### src/rtl/mem_arb_pkg.sv
// mem_arb_pkg: shared types for the fetch/data memory arbiter.
// Holds the arbiter state encoding and the port identifiers.
package mem_arb_pkg;

  typedef enum logic [1:0] {
    IDLE = 2'd0,
    BUSY = 2'd1,
    DONE = 2'd2
  } arbState_e;

  localparam logic PORT_IF = 1'b0;
  localparam logic PORT_DM = 1'b1;

  // Wide enough for MEM_LAT-1 over the legal range 1..15.
  localparam int CNT_W = 4;

endpackage

### src/rtl/arb_lat_cnt.sv
// arb_lat_cnt: memory access latency down-counter.
// Loads a start value, counts down to zero and flags zero.
module arb_lat_cnt
  import mem_arb_pkg::*;
#(
  parameter int W = CNT_W
) (
  input  logic         clk,
  input  logic         rst_n,
  input  logic         load,
  input  logic [W-1:0] loadVal,
  input  logic         dec,
  output logic         zero
);

  logic [W-1:0] cnt;

  // Load wins over decrement; never wrap below zero.
  always_ff @(posedge clk or negedge rst_n) begin
    if (!rst_n) begin
      cnt <= '0;
    end else if (load) begin
      cnt <= loadVal;
    end else if (dec && (cnt != '0)) begin
      cnt <= cnt - 1'b1;
    end
  end

  assign zero = (cnt == '0);

endmodule

### src/rtl/mem_arbiter.sv
// mem_arbiter: shares one single-port memory between fetch and data ports.
// Define ARB_RR_EN for round-robin ties; default build gives data priority.
module mem_arbiter
  import mem_arb_pkg::*;
#(
  parameter int MEM_LAT = 4,
  parameter int ADDR_W  = 16,
  parameter int DATA_W  = 16
) (
  input  logic              clk,
  input  logic              rst_n,
  input  logic              if_req,
  input  logic [ADDR_W-1:0] if_addr,
  output logic [DATA_W-1:0] if_rdata,
  output logic              if_done,
  output logic              if_stall,
  input  logic              dm_req,
  input  logic              dm_wr,
  input  logic [ADDR_W-1:0] dm_addr,
  input  logic [DATA_W-1:0] dm_wdata,
  output logic [DATA_W-1:0] dm_rdata,
  output logic              dm_done,
  output logic              dm_stall,
  output logic              mem_en,
  output logic              mem_wr,
  output logic [ADDR_W-1:0] mem_addr,
  output logic [DATA_W-1:0] mem_wdata,
  input  logic [DATA_W-1:0] mem_rdata
);

  localparam logic [CNT_W-1:0] LAT_INIT =
    CNT_W'(MEM_LAT - 1);

  arbState_e state;
  arbState_e stateNext;

  logic              grantQ;
  logic [ADDR_W-1:0] addrQ;
  logic [DATA_W-1:0] wdataQ;
  logic              wrQ;
  logic [DATA_W-1:0] ifRdataQ;
  logic [DATA_W-1:0] dmRdataQ;

  logic anyReq;
  logic doGrant;
  logic pickDm;
  logic cntLoad;
  logic cntDec;
  logic cntZero;
  logic lastBusy;

  assign anyReq   = if_req | dm_req;
  assign lastBusy = (state == BUSY) & cntZero;

`ifdef ARB_RR_EN
  logic lastGrant;

  // Remember who was served last so a tie alternates.
  always_ff @(posedge clk or negedge rst_n) begin
    if (!rst_n) begin
      lastGrant <= PORT_IF;
    end else if (doGrant) begin
      lastGrant <= pickDm ? PORT_DM : PORT_IF;
    end
  end

  // Tie goes to the port that did not win last time.
  always_comb begin
    pickDm = dm_req & (~if_req | (lastGrant == PORT_IF));
  end
`else
  // Data port wins every tie.
  always_comb begin
    pickDm = dm_req;
  end
`endif

  // State register.
  always_ff @(posedge clk or negedge rst_n) begin
    if (!rst_n) begin
      state <= IDLE;
    end else begin
      state <= stateNext;
    end
  end

  // Next state and counter controls.
  always_comb begin
    stateNext = state;
    doGrant   = 1'b0;
    cntLoad   = 1'b0;
    cntDec    = 1'b0;
    unique case (state)
      IDLE: begin
        if (anyReq) begin
          doGrant   = 1'b1;
          cntLoad   = 1'b1;
          stateNext = BUSY;
        end
      end
      BUSY: begin
        if (cntZero) begin
          stateNext = DONE;
        end else begin
          cntDec = 1'b1;
        end
      end
      DONE: begin
        stateNext = IDLE;
      end
      default: begin
        stateNext = IDLE;
      end
    endcase
  end

  // Latch the winning command; later input changes are ignored.
  always_ff @(posedge clk or negedge rst_n) begin
    if (!rst_n) begin
      grantQ <= PORT_IF;
      addrQ  <= '0;
      wdataQ <= '0;
      wrQ    <= 1'b0;
    end else if (doGrant) begin
      unique case (1'b1)
        pickDm: begin
          grantQ <= PORT_DM;
          addrQ  <= dm_addr;
          wdataQ <= dm_wdata;
          wrQ    <= dm_wr;
        end
        default: begin
          grantQ <= PORT_IF;
          addrQ  <= if_addr;
          wrQ    <= 1'b0;
        end
      endcase
    end
  end

  // Capture read data on the last busy cycle; writes leave rdata alone.
  always_ff @(posedge clk or negedge rst_n) begin
    if (!rst_n) begin
      ifRdataQ <= '0;
      dmRdataQ <= '0;
    end else if (lastBusy && !wrQ) begin
      if (grantQ == PORT_DM) begin
        dmRdataQ <= mem_rdata;
      end else begin
        ifRdataQ <= mem_rdata;
      end
    end
  end

  arb_lat_cnt #(
    .W(CNT_W)
  ) uLatCnt (
    .clk    (clk),
    .rst_n  (rst_n),
    .load   (cntLoad),
    .loadVal(LAT_INIT),
    .dec    (cntDec),
    .zero   (cntZero)
  );

  assign mem_en    = (state == BUSY);
  assign mem_wr    = (state == BUSY) & wrQ;
  assign mem_addr  = addrQ;
  assign mem_wdata = wdataQ;

  assign if_done = (state == DONE) & (grantQ == PORT_IF);
  assign dm_done = (state == DONE) & (grantQ == PORT_DM);

  assign if_stall = if_req & ~if_done;
  assign dm_stall = dm_req & ~dm_done;

  assign if_rdata = ifRdataQ;
  assign dm_rdata = dmRdataQ;

endmodule

### config.mk
export PLATFORM = sky130hd
export DESIGN_NAME = mem_arbiter
export DESIGN_NICKNAME = d
export VERILOG_FILES = /design/src/rtl/mem_arb_pkg.sv /design/src/rtl/arb_lat_cnt.sv /design/src/rtl/mem_arbiter.sv
export SDC_FILE = /design/constraint.sdc
export NUM_CORES = 1
export LEC_CHECK = 0
export ABC_AREA = 1
export BUFFER_PORTS_ARGS = -buffer_cell sky130_fd_sc_hd__buf_2
export CAP_MARGIN = 5
export CORE_UTILIZATION = 35
export DETAILED_ROUTE_END_ITERATION = 7
export SLEW_MARGIN = 20
export SYNTH_ARGS = -nofsm -noshare
export SYNTH_HDL_FRONTEND = slang
export SYNTH_SLANG_ARGS = --single-unit
### constraint.sdc
create_clock -name clk -period 1.9 [get_ports clk]
set_clock_uncertainty 0.15 [all_clocks]
set_input_delay 0.095 -clock clk [delete_from_list [all_inputs] [get_ports clk]]
set_output_delay 0.095 -clock clk [all_outputs]
set_load 0.01 [all_outputs]
==> flow_summary.json <==
{
  "run_status": "finished, violations left",
  "violations": "DRC",
  "cts.sinks": 72,
  "io_pins": 139,
  "grt_first_pass_wirelength_um": 15200,
  "cts_made_buffers": 9,
  "yosysTopAreaCell": "dfrtp_1",
  "post_cts_buffers": 0,
  "synthAdderAreaFrac_pct": 0.775,
  "crit_path_frequent_cell": "nand2_1",
  "fp-row-count": 34,
  "cp_slowest_stage_delay_ns": 0.38,
  "finalMaxSlewViolations": 0,
  "clkTransAtPathRegs_ns": 0.08,
  "synthFlopType": "dfrtp_1",
  "synth-seq-cells": 72,
  "clkPwrFrac_pct": 17.6,
  "drtAntennaViolNets": 0,
  "worst-path-buf-inv": 1,
  "die_w_um": 98.1,
  "nets": 645,
  "synth_edf_count": 0,
  "rsz0062_at_grt": "no",
  "drive_gt1_share_pct": 29.7,
  "combPwrFrac_pct": 44.5,
  "clock_tree.root_cell": "clkbuf_8",
  "min_path_type": "input pin to register",
  "finalHoldViolations": 0,
  "tns_ns": 0,
  "maxCapViolCount": 0,
  "clk_path_buf_depth": 2,
  "synth_nets": 445,
  "crit_chain": "inv_1 -> ha_1 -> nand2_1 -> nor2_2 -> nand4_4 -> nand2_1 -> nand2_1",
  "synth_top_family_by_area": "simple AND/OR/NAND/NOR gates",
  "p_leak_nw": 2.65,
  "viasPerCell": 4.75,
  "synth_warnings": 0,
  "holdWs_ns": 0.0539,
  "p_sw_mw": 2.94,
  "dp_hpwl_um": 5570,
  "synth_xor_area_share_pct": 0.271,
  "path_max_fanout": 16,
  "critPathKind": "register to register",
  "crit_required_ns": 1.97,
  "grt_max_degree": 46,
  "setup_viol": 0,
  "antenna_found_initial": 0,
  "core-area_mm2": 0.00885,
  "fmax_mhz": 583,
  "end_kind": "register",
  "swShare_pct": 41.0,
  "yosys.area_share.simple_pct": 29.9,
  "routedWlPerCell_um": 13.4,
  "firstDrtPassIters": 7,
  "synth_cell_types": 23,
  "drt-total-wl_um": 9170,
  "final_core_util_pct": 55.5,
  "start_util_pct": 36.5,
  "drc": 12,
  "synth.yosys.seq_area_share_pct": 55.8,
  "routed-via-count": 3263,
  "io_buffers": 138,
  "drtIter0Drc": 142,
  "avgSynthCellArea_um2": 8.64,
  "seq_area_mm2": 0.00180,
  "synth_compound_area_share_pct": 6.00,
  "area_delta_synth_final_pct": 52.1,
  "cts_tree": "done",
  "synthMuxAreaShare_pct": 0,
  "die_h_um": 98.1,
  "cp.arrival_ns": 1.79,
  "cp-start-kind": "register",
  "ir_worst_vdd_uv": 507,
  "track_usage_pct": 19.7,
  "fin_crit_ns": 1.72,
  "htree_levels": 3,
  "cp_top_family": "simple AND/OR/NAND/NOR gates",
  "maxSlewHeadroom_pct": 70.1,
  "powerDensity_mw_per_mm2": 1460,
  "power.internal_mw": 4.23,
  "synthCells": 374,
  "period_share_pct": 90.3,
  "synthTopCellsByArea": "dfrtp_1 (56%), nand2_1 (16%), nand4_1 (6.2%), nand3_1 (3.4%), o21ai_0 (3.1%)",
  "worstMarginPinSlew_ns": 0.446,
  "clock_latency_ns": 0.33,
  "yosys-top-cells-count": "nand2_1 (142), dfrtp_1 (72), nand4_1 (32)",
  "seqPwrFrac_pct": 37.9,
  "grt_pass1_vias": 3190,
  "synth.most_common_cell": "nand2_1",
  "syn_area_mm2": 0.00323,
  "antenna_cells": 0,
  "gp_congestion": 0.727,
  "n_fill_cell": 860,
  "grt-ovfl-total": 0,
  "multi_input_area_mm2": 0.00119,
  "yosysTopAreaCellShare_pct": 55.8,
  "slowest_stage": "dfrtp_1",
  "ys_async_sr_fraction_pct": 100,
  "die_area_mm2": 0.00962
}
-- cell type report --
type | instances | share of cell area [%]
flip-flops and latches | 72 | 36.7
well taps | 108 | 2.75
repair buffers | 213 | 30.0
inverters | 27 | 2.06
multi-input cells | 251 | 24.3
clock inverters | 4 | 1.07
clock buffers | 12 | 3.16
-- worst register-to-register path, stage by stage, from the launching register on --
cell,delay [ns]
dfrtp_1,0.38
inv_1,0.14
ha_1,0.19
nand2_1,0.07
nor2_2,0.19
nand4_4,0.28
nand2_1,0.15
nand2_1,0.06
-- final timing paths --
path	end	cells after the start	from	slack, ns
setup / recovery	if_rdata[14]	7	uLatCnt.cnt[0]	0.18
hold / removal	mem_wdata[2]	3	dm_req	0.05
setup reg to reg	if_rdata[14]	7	uLatCnt.cnt[0]	0.18
hold reg to reg	if_rdata[11]	2	if_rdata[11]	0.32
max in group asynchronous	mem_wdata[0]	3	rst_n	0.96
min in group asynchronous	dm_rdata[13]	2	rst_n	0.07
-- metal layers --
layer	vias up	share of wire [%]	global-route usage, %
met1	1502	46	26.7
met2	131	47	31.7
met3	11	6.4	3.72
li1	1619	-	-
met4	0	1.2	6.88
met5	-	0	0
-- registers in the layout, indices dropped and copies added (netlist names) --
signal       count
mem_wdata       16
grantQ           1
if_rdata        16
wrQ              1
state            2
uLatCnt.cnt      4
mem_addr        16
dm_rdata        16
-- kinds of logic (layout without fill, tap and decap cells) --
logic type                 Yosys count  count (layout)
AOI/OAI and AO/OA                   38              38
and+or+nand+nor                    210             210
xor gates and xnor gates             1               1
adders and majority gates            2               2
buffers and inverters               51             256
DFF                                 72              72
-- layout by cell type (no fill, tap or decap), drive strengths merged --
cell	instances
clkinv	1
xor2	1
clkinvlp	3
nand4	34
nor2	9
dfrtp	72
nand3	22
o21ai	38
inv	26
nand2	144
ha	2
bufinv	1
clkbuf	12
buf	146
dlygate4sd3	67
nand3b	1
-- metrics by stage --
step | worst slack (ns) | power (mW) | std cells | area (um^2)
finish | 0.184 | 7.17 | 687 | 4910
global route | 0.0268 | 7.74 | 687 | 4910
CTS | 0.144 | 7.21 | 687 | 4910
detailed placement | 0.171 | 5.82 | 604 | 4030
global placement | 0.253 | 5.73 | 604 | 4030
floorplan | 0.368 | 4.59 | 374 | 3230
-- power groups by stage --
stage	combinational (mW)	clock, mW	sequential (mW)
final	3.19	1.26	2.72
after global routing	3.57	1.36	2.81
after CTS	3.20	1.29	2.72
after detailed placement	3.09	0	2.72
after global placement	3.00	0	2.73
after floorplan	1.56	0	3.04
-- repair_timing --
action                                 CTS  global route
endpoints found under the hold margin  138             0
resized for setup                        0             0
hold buffers                            67             0
Note: power is estimated with default switching activity, not from simulation.
